===== config.mk =====
export PLATFORM = sky130hd
export DESIGN_NAME = sobel_window_gen
export DESIGN_NICKNAME = d
export VERILOG_FILES = /design/src/rtl/sobel_window_gen.sv
export SDC_FILE = /design/constraint.sdc
export NUM_CORES = 1
export LEC_CHECK = 0
export ABC_AREA = 1
export CORE_UTILIZATION = 30
export CTS_CLUSTER_SIZE = 30
export DETAILED_ROUTE_END_ITERATION = 8
export SKIP_LAST_GASP = 1
export SYNTH_ARGS = -nofsm -noshare
export SYNTH_HDL_FRONTEND = slang
export SYNTH_SLANG_ARGS = --single-unit

===== constraint.sdc =====
create_clock -name clock -period 8.1 [get_ports clock]
set_clock_uncertainty 0.15 [all_clocks]
set_input_delay 2.025 -clock clock [delete_from_list [all_inputs] [get_ports clock]]
set_output_delay 2.025 -clock clock [all_outputs]
set_load 0.005 [all_outputs]

===== src/rtl/sobel_window_gen.sv =====
// Raster pixel stream to 3x3 Sobel neighbourhood taps using two line buffers and a register window.
// Taps are registered one cycle after the producing accept; there is no backpressure, so every window is taken.
module sobel_window_gen #(
  parameter int PIXEL_W     = 8,
  parameter int LINE_WIDTH  = 64,
  parameter int FRAME_LINES = 48
) (
  input  logic               clock,
  input  logic               reset_n,
  input  logic [PIXEL_W-1:0] pixel_in,
  input  logic               pixel_valid,
  input  logic               frame_start,
  output logic [PIXEL_W-1:0] pixel_pp,
  output logic [PIXEL_W-1:0] pixel_p0,
  output logic [PIXEL_W-1:0] pixel_pm,
  output logic [PIXEL_W-1:0] pixel_0p,
  output logic [PIXEL_W-1:0] pixel_0m,
  output logic [PIXEL_W-1:0] pixel_mp,
  output logic [PIXEL_W-1:0] pixel_m0,
  output logic [PIXEL_W-1:0] pixel_mm,
  output logic               window_valid,
  output logic               on_edge,
  output logic               frame_done,
  output logic               frame_abort
);

  localparam int CW = $clog2(LINE_WIDTH);
  localparam int RW = $clog2(FRAME_LINES);
  localparam logic [CW-1:0] COL_LAST = CW'(LINE_WIDTH - 1);
  localparam logic [RW-1:0] ROW_LAST = RW'(FRAME_LINES - 1);

  typedef enum logic [1:0] {IDLE, ACTIVE, DONE} state_t;
  state_t state, state_nxt;

  logic [CW-1:0]      col, cur_col;
  logic [RW-1:0]      row, cur_row;
  logic               started;
  logic               accept, win_hit, col_last, row_last, top, left;
  logic [PIXEL_W-1:0] lb0 [LINE_WIDTH];
  logic [PIXEL_W-1:0] lb1 [LINE_WIDTH];
  logic [PIXEL_W-1:0] lb0_rd, lb1_rd;
  // Index 0 = row r, 1 = row r-1, 2 = row r-2; w0 is column c-1, w1 is column c-2.
  logic [PIXEL_W-1:0] w0 [3];
  logic [PIXEL_W-1:0] w1 [3];

  always_comb begin
    accept   = pixel_valid && (frame_start || state == ACTIVE);
    cur_col  = frame_start ? '0 : col;
    cur_row  = frame_start ? '0 : row;
    col_last = (cur_col == COL_LAST);
    row_last = (cur_row == ROW_LAST);
    top      = (cur_row == RW'(1));
    left     = (cur_col == CW'(1));
    win_hit  = accept && (cur_row != '0) && (cur_col != '0);
    lb0_rd   = lb0[cur_col];
    lb1_rd   = lb1[cur_col];
  end

  always_comb begin
    state_nxt = state;
    if (frame_start) begin
      state_nxt = ACTIVE;
    end else if (state == ACTIVE && accept && col_last && row_last) begin
      state_nxt = DONE;
    end
  end

  always_ff @(posedge clock or negedge reset_n) begin
    if (!reset_n) begin
      state <= IDLE;
    end else begin
      state <= state_nxt;
    end
  end

  always_ff @(posedge clock or negedge reset_n) begin
    if (!reset_n) begin
      col     <= '0;
      row     <= '0;
      started <= 1'b0;
    end else begin
      if (accept) begin
        col <= col_last ? '0 : cur_col + CW'(1);
        row <= col_last ? (row_last ? '0 : cur_row + RW'(1)) : cur_row;
      end else if (frame_start) begin
        col <= '0;
        row <= '0;
      end
      if (frame_start) begin
        started <= accept;
      end else if (accept) begin
        started <= 1'b1;
      end
    end
  end

  // Read-before-write: the reads above see the old contents in the accepting cycle.
  always_ff @(posedge clock) begin
    if (accept) begin
      lb1[cur_col] <= lb0_rd;
      lb0[cur_col] <= pixel_in;
    end
  end

  always_ff @(posedge clock or negedge reset_n) begin
    if (!reset_n) begin
      w0 <= '{default: '0};
      w1 <= '{default: '0};
    end else if (accept) begin
      w0[0] <= pixel_in;
      w0[1] <= lb0_rd;
      w0[2] <= lb1_rd;
      w1    <= w0;
    end
  end

  // Taps above row 0 or left of column 0 come from stale storage and are forced to 0.
  always_ff @(posedge clock or negedge reset_n) begin
    if (!reset_n) begin
      pixel_pp     <= '0;
      pixel_p0     <= '0;
      pixel_pm     <= '0;
      pixel_0p     <= '0;
      pixel_0m     <= '0;
      pixel_mp     <= '0;
      pixel_m0     <= '0;
      pixel_mm     <= '0;
      window_valid <= 1'b0;
      on_edge      <= 1'b0;
      frame_done   <= 1'b0;
      frame_abort  <= 1'b0;
    end else begin
      window_valid <= win_hit;
      frame_done   <= win_hit && col_last && row_last;
      frame_abort  <= frame_start && (state == ACTIVE) && started;
      if (win_hit) begin
        pixel_pp <= pixel_in;
        pixel_p0 <= lb0_rd;
        pixel_pm <= top ? '0 : lb1_rd;
        pixel_0p <= w0[0];
        pixel_0m <= top ? '0 : w0[2];
        pixel_mp <= left ? '0 : w1[0];
        pixel_m0 <= left ? '0 : w1[1];
        pixel_mm <= (top || left) ? '0 : w1[2];
        on_edge  <= top || left;
      end
    end
  end

endmodule


==> results of run 1 <==
[metrics by stage]
step / instance area (um2) / power (mW)
6_report: 56300 / 13.6
5_1_grt: 56300 / 14.0
4_1_cts: 56300 / 13.7
3_5_place_dp: 52400 / 8.18
3_3_place_gp: 52400 / 8.16
2_1_floorplan: 48600 / 7.57
[worst max-delay path by stage]
stage | cells past startpoint | slack (ps) | to | startpoint
detailed placement | 9 | 1600 | lb1[16][1] | frame_start
CTS | 9 | 2320 | lb1[16][0] | frame_start
finish | 9 | 2170 | lb1[16][0] | frame_start
global placement | 9 | 1630 | lb1[16][1] | frame_start
floorplan | 13 | 3180 | lb1[0][7] | frame_start
global route | 9 | 2140 | lb1[16][0] | frame_start
[cell families (layout without fill, tap and decap cells)]
kind of cell    after synthesis  in the layout
simple gates               2457           2457
flops                      1155           1155
buf+inv                     784           1012
compound gates              238            238
xor+xnor                      3              3
fa+ha+maj                     2              2
other cells                   0              4
[registers in the layout, summed over array words and instances, names as in the netlist]
name,flops
state,2
col,6
pixel_p0,8
on_edge,1
w0,24
lb0,512
row,6
pixel_0p,8
started,1
pixel_m0,8
window_valid,1
lb1,512
w1,24
pixel_0m,8
pixel_pp,8
frame_done,1
pixel_pm,8
pixel_mm,8
frame_abort,1
pixel_mp,8
[worst max-delay path, cell delays in order]
cell             delay, ps
clkdlybuf4s50_1        480
buf_4                  250
inv_4                  260
nand2_4                360
nand2_2                230
nor2_4                 660
nand2_1                740
nor2_1                 770
buf_4                  350
[cell type report]
class / count / area, um2
Antenna cell: 4 / 10.0
Clock buffer: 162 / 3250
Clock inverter: 57 / 664
Fill cell: 15800 / 104000
Inverter: 569 / 2140
Multi-Input combinational cell: 2700 / 11500
Sequential cell: 1155 / 34000
Tap cell: 2160 / 2700
Timing Repair Buffer: 224 / 2020
[power breakdown]
group / leakage, nW / switching [mW] / internal, mW
clock: 1.91 / 2.31 / 3.21
combinational: 10.6 / 0.974 / 0.319
sequential: 10.9 / 0.0632 / 6.70
total: 23.4 / 3.35 / 10.2
[layer usage]
metal	global-route usage, %	share of wire [%]
met1	23.4	43
met2	26.6	46
met3	2.77	8.1
met4	6.33	3.7
met5	0.327	0.071
[placed cells by master (no fill, tap or decap), types with 6 or more instances in the layout]
master           Yosys  final
clkbuf_16            0    120
a21oi_1              6      6
nand3_1            343    343
nand2_1           1885   1875
o21ai_1             22     22
clkinv_1             3     21
inv_1              553    553
buf_4               13    131
edfxtp_1          1024   1024
nor2_4               5      9
nand2_2              3     11
clkdlybuf4s50_1      0     70
buf_2              133      8
clkinv_2             0     18
clkbuf_8             0      9
a22o_1               8      8
o21ai_0             89     89
nor2_1             182    180
clkbuf_1            59     33
dfrtp_1            131    130
buf_12               0     14
o211ai_1           108    108
bufinv_16            0     13
nor2_2               8      6
nand3b_1            13     13
inv_2               12     12
==> summary.md, run 1 <==
| Metric | Value |
|---|---|
| Outcome | `complete, no violations` |
| Tot GR Track Use | `16.9%` |
| Simple-gate share of the synthesized area | `20.2%` |
| Routed Antenna Nets | `0` |
| Crit Path Class | `input pin to flip-flop` |
| WL/cell | `about 20 um` |
| Residual DRC | `0` |
| Max FO, Critical Path | `32` |
| Netlist cell types | `35` |
| Clk buf depth | `3` |
| I/O Buffers | `79` |
| Hold wc startpoint | `w0[8]` |
| Crit path arrival time | `approximately 6200 ps` |
| Number of global-route vias before repair | `31,100` |
| Synthesized area | `48,600 um2` |
| Drt pass-1 iters | `7` |
| Crit. End Element | `flip-flop` |
| Via density | `between 4 and 5` |
| Reg2Reg Capture Point | `w0[8]` |
| Number of synthesized flops with an enable pin | `1,024` |
| Max-Cap Viols | `0` |
| Commonest register cell after synthesis | `edfxtp_1` |
| Slew Limit Fails | `0` |
| Largest family of logic cells by synthesized area | `simple AND/OR/NAND/NOR gates` |
| Fmax | `169 MHz` |
| Grt ovf | `0` |
| Post-synthesis sequential area ratio | `about 70%` |
| CP Launch Type | `input pin` |
| Compound-Gate Fraction of Synth Area | `3.10%` |
| Adder-Cell Fraction of Synth Area | `less than 1%` |
| Post-CTS Setup Bufs | `0` |
| Resized cells post-CTS | `0` |
| Slew margin rel. | `about a third` |
| Worst-Skew Late Latency | `around 740 ps` |
| Post-synthesis xor/xnor area fraction | `0.0541%` |
| Synthesized area per cell | `roughly 10 um2` |
| Critical Path RT | `8350 ps` |
| Period utilisation layout | `73.2%` |
| First-pass GRT wire length | `around 210,000 um` |
| VDD IR max | `0.192 mV` |
| Async S/R FF share, synth | `11.3%` |
| DIE WIDTH | `404 um` |
| Final Util | `35.1%` |
| Synth Register Bits | `between 1,000 and 1,500` |
| Post-synth top cells | `nand2_1 (1,885), edfxtp_1 (1,024), inv_1 (553)` |
| Cells after Synth | `4,639` |
| Post-synth top area cell | `edfxtp_1` |
| Synthesized net count | `roughly 4,700` |
| Die area | `roughly 160,000 um2` |
| Post-DP HPWL | `81,100 um` |
| Hold_buf cts | `0` |
| P_leak | `23.4 nW` |
| Post-synthesis mux area share | `0%` |
| Core Region | `161,000 um2` |
| Main area contributors after synthesis | `edfxtp_1 (63%), nand2_1 (15%), dfrtp_1 (6.7%)` |
| Hold path depth | `2` |
| Most common cell in the netlist | `nand2_1` |
| Final Wtd Congestion | `around 0.89` |
| Die height | `404 um` |
| Pre-CTS WS | `about 1600 ps` |
| Top Ports | `80` |
| Hold EP | `w1[8]` |
| Fin nets | `4,782` |
| Setup ws final | `2170 ps` |
| Final wirelength | `140,000 um` |
| Largest net degree at the start of global routing | `112` |
| CTS tree | `yes` |
| Clock Root Buffer | `clkbuf_16` |
| CTS Buf Count | `118` |
| Via count | `32,900` |
| Sum Neg Setup Slack | `0 ps` |
| Worst Hold Class | `flip-flop to flip-flop` |
| Initial Util | `30.2%` |
| Minimum clock period | `5930 ps` |
| Iteration-0 DRC Markers | `4,051` |
| H-tree depth | `3` |
| Clock transition at the registers of the reported paths | `roughly 60 ps` |
| Final hold vios | `0` |
| Crit Reg-Reg Startpoint | `col[0]` |
| RSZ-0062 raised after global routing | `false` |
| Placed Cells | `6,808` |
| Yosys top cell area share | `63.3%` |
| FP Rows | `about 150` |
| PD cells | `241 nW/um2` |
| WHS | `328 ps` |
| Finished Layout Cells | `7,031` |
| FF-to-FF path depth | `14` |
| R2R Setup Slk | `3690 ps` |
| Final setup viols | `0` |
| Ys Warns | `0` |
| Worst-Margin Slew | `1030 ps` |
| Clock Sink Count | `1,155` |
| Share of cells above drive strength 1 | `7.68%` |
| Area delta synth->final | `15.9%` |
| Antenna violations before repair | `7` |
No activity file was read; power rests on OpenSTA's default activity.
==> run 2: changes to the inputs <==
==> constraint.sdc (replaced) <==
create_clock -name clock -period 5.5 [get_ports clock]
set_clock_uncertainty 0.15 [all_clocks]
set_input_delay 1.375 -clock clock [delete_from_list [all_inputs] [get_ports clock]]
set_output_delay 1.375 -clock clock [all_outputs]
set_load 0.005 [all_outputs]
==> summary.md, run 2 (synthesis results as in run 1) <==
| Metric | Value |
|---|---|
| Worst-Skew Late Latency | `720 ps (was 740 ps)` |
| Share of cells above drive strength 1 | `8.48% (was 7.68%)` |
| Largest regs | `lb0: 512 flops, lb1: 512 flops (unchanged)` |
| Via count | `33,000 (was 32,900)` |
| Critical Path RT | `5780 ps (was 8350 ps)` |
| Final wirelength | `140,000 um (about the same)` |
| Grt ovf | `0 (unchanged)` |
| Largest net degree at the start of global routing | `109 (was 112)` |
| Outcome | `complete, no violations (unchanged)` |
| CTS tree | `yes (unchanged)` |
| Residual DRC | `0 (unchanged)` |
| Die area | `164,000 um2 (unchanged)` |
| Design Power | `19.8 mW (was 13.6 mW)` |
| First-pass GRT wire length | `207,000 um (about the same)` |
| Clock Root Buffer | `clkbuf_16 (unchanged)` |
| Crit path arrival time | `4820 ps (was 6180 ps)` |
| WL/cell | `19.7 um (was 19.9 um)` |
| Fin nets | `4,826 (was 4,782)` |
| H-tree depth | `3 (unchanged)` |
| FP Rows | `147 (unchanged)` |
| Clk buf depth | `3 (unchanged)` |
| Drt pass-1 iters | `5 (was 7)` |
| Clock Sink Count | `1,155 (unchanged)` |
| Slew Limit Fails | `0 (unchanged)` |
| Hold_buf cts | `0 (unchanged)` |
| WHS | `322 ps (was 328 ps)` |
| RSZ-0062 raised after global routing | `false (unchanged)` |
| Max FO, Critical Path | `64 (was 32)` |
| Iteration-0 DRC Markers | `3,665 (was 4,051)` |
| Area delta synth->final | `16.8% (was 15.9%)` |
| Fmax | `~220 MHz` |
| Tot GR Track Use | `16.9% (about the same)` |
| Final Wtd Congestion | `0.889 (was 0.888)` |
| CTS Buf Count | `120 (was 118)` |
| Commonest cells after routing, fill and taps aside | `nand2_1 (1,875), edfxtp_1 (1,024), inv_1 (553) (unchanged)` |
| Number of global-route vias before repair | `31,100 (about the same)` |
| Crit. End Element | `flip-flop (unchanged)` |
| Max-Cap Viols | `0 (unchanged)` |
| Top Ports | `80 (unchanged)` |
| DIE WIDTH | `404 um (unchanged)` |
| I/O Buffers | `79 (unchanged)` |
| Period utilisation layout | `82.6%` |
| Post-CTS Setup Bufs | `0 (unchanged)` |
| P_leak | `23.6 nW (was 23.4 nW)` |
| Minimum clock period | `4540 ps` |
| Multi-input combinational cell area | `11,500 um2 (unchanged)` |
| Clock transition at the registers of the reported paths | `60 ps (about the same)` |
| Antenna violations before repair | `6 (was 7)` |
| PD cells | `349 nW/um2 (was 241 nW/um2)` |
| Final hold vios | `0 (unchanged)` |
| Initial Util | `30.2% (unchanged)` |
| Worst-Margin Slew | `1200 ps (was 1030 ps)` |
| Fillers | `15,800 (about the same)` |
| Core Region | `161,000 um2 (unchanged)` |
| Die height | `404 um (unchanged)` |
| Routed Antenna Nets | `0 (unchanged)` |
| Resized cells post-CTS | `0 (unchanged)` |
| FF/Latch Area | `34,000 um2 (unchanged)` |
| Via density | `4.66 (was 4.68)` |
| Crit Path Class | `input pin to flip-flop (unchanged)` |
| Sum Neg Setup Slack | `0 ps (unchanged)` |
| Worst Hold Class | `flip-flop to flip-flop (unchanged)` |
| Post-DP HPWL | `85,400 um (was 81,100 um)` |
| VDD IR max | `0.291 mV (was 0.192 mV)` |
| Commonest non-fill, non-tap cell in the layout | `nand2_1 (unchanged)` |
| Slew margin rel. | `20.0% (was 31.7%)` |
| Final setup viols | `0 (unchanged)` |
| CP Launch Type | `input pin (unchanged)` |
## run 2: cell count changes in the layout (fill, tap and decap cells not counted), sizes merged
cell / previous run / this run
buf: 154 / 196
diode: 4 / 2
clkinvlp: 1 / 3
inv: 570 / 569
bufinv: 13 / 7
clkinv: 42 / 56
clkbuf: 162 / 160
## run 2: final timing paths
kind | from | slack [ps] | depth (start not counted) | end
setup reg to reg | col[0] | 1930 | 11 | lb1[3][7]
setup / recovery | frame_start | 960 | 13 | lb1[3][7]
hold / removal | w0[10] | 320 | 2 | w1[10]
min in group asynchronous | reset_n | 670 | 1 | w1[0]
max in group asynchronous | reset_n | 3580 | 2 | frame_abort
hold reg to reg | w0[10] | 320 | 2 | w1[10]
## run 2: area by class of cell
cell class                 instances  share of cell area (%)
inverter                         569                    3.77
antenna                            2                 0.00882
multi-input combinational       2700                    20.2
clock buffer                     160                    5.74
clock inverter                    66                   0.964
sequential                      1155                    60.0
timing repair buffer             266                    4.53
tap                             2160                    4.77
## run 2: worst max-delay path, cell delays in order
cell and delay (ps):
clkdlybuf4s50_1 610, inv_4 160, nand2_8 400, buf_4 260, buf_12 200, buf_4 330, o211ai_1 120, nand2_1 60
inv_1 70, nand2_1 100, nand3_1 280, nand4_1 240, buf_4 470
## run 2: routing by layer
layer / routed length, um / up-vias / GRT usage [%]
met5: 22 / - / 0
met4: 4700 / 4 / 5.79
met3: 11500 / 255 / 2.74
met2: 64400 / 1328 / 27.0
met1: 58900 / 16000 / 23.3
li1: - / 15500 / -
## run 2: report_power, final
part | switching, mW | internal [mW] | total (mW)
combinational | 1.46 | 0.522 | 1.98
clock | 3.39 | 4.47 | 7.86
sequential | 0.0919 | 9.87 | 9.96
total | 4.94 | 14.9 | 19.8
## run 2: through the flow
stage	instance area, um2	util [%]	std cells	setup slack, ps
final	56700	35.3	7078	960
after global routing	56700	35.3	7078	851
after CTS	56700	35.3	7076	1090
after detailed placement	52900	33.0	6850	364
after global placement	52900	33.0	6850	369
after floorplan	48600	-	4639	1230
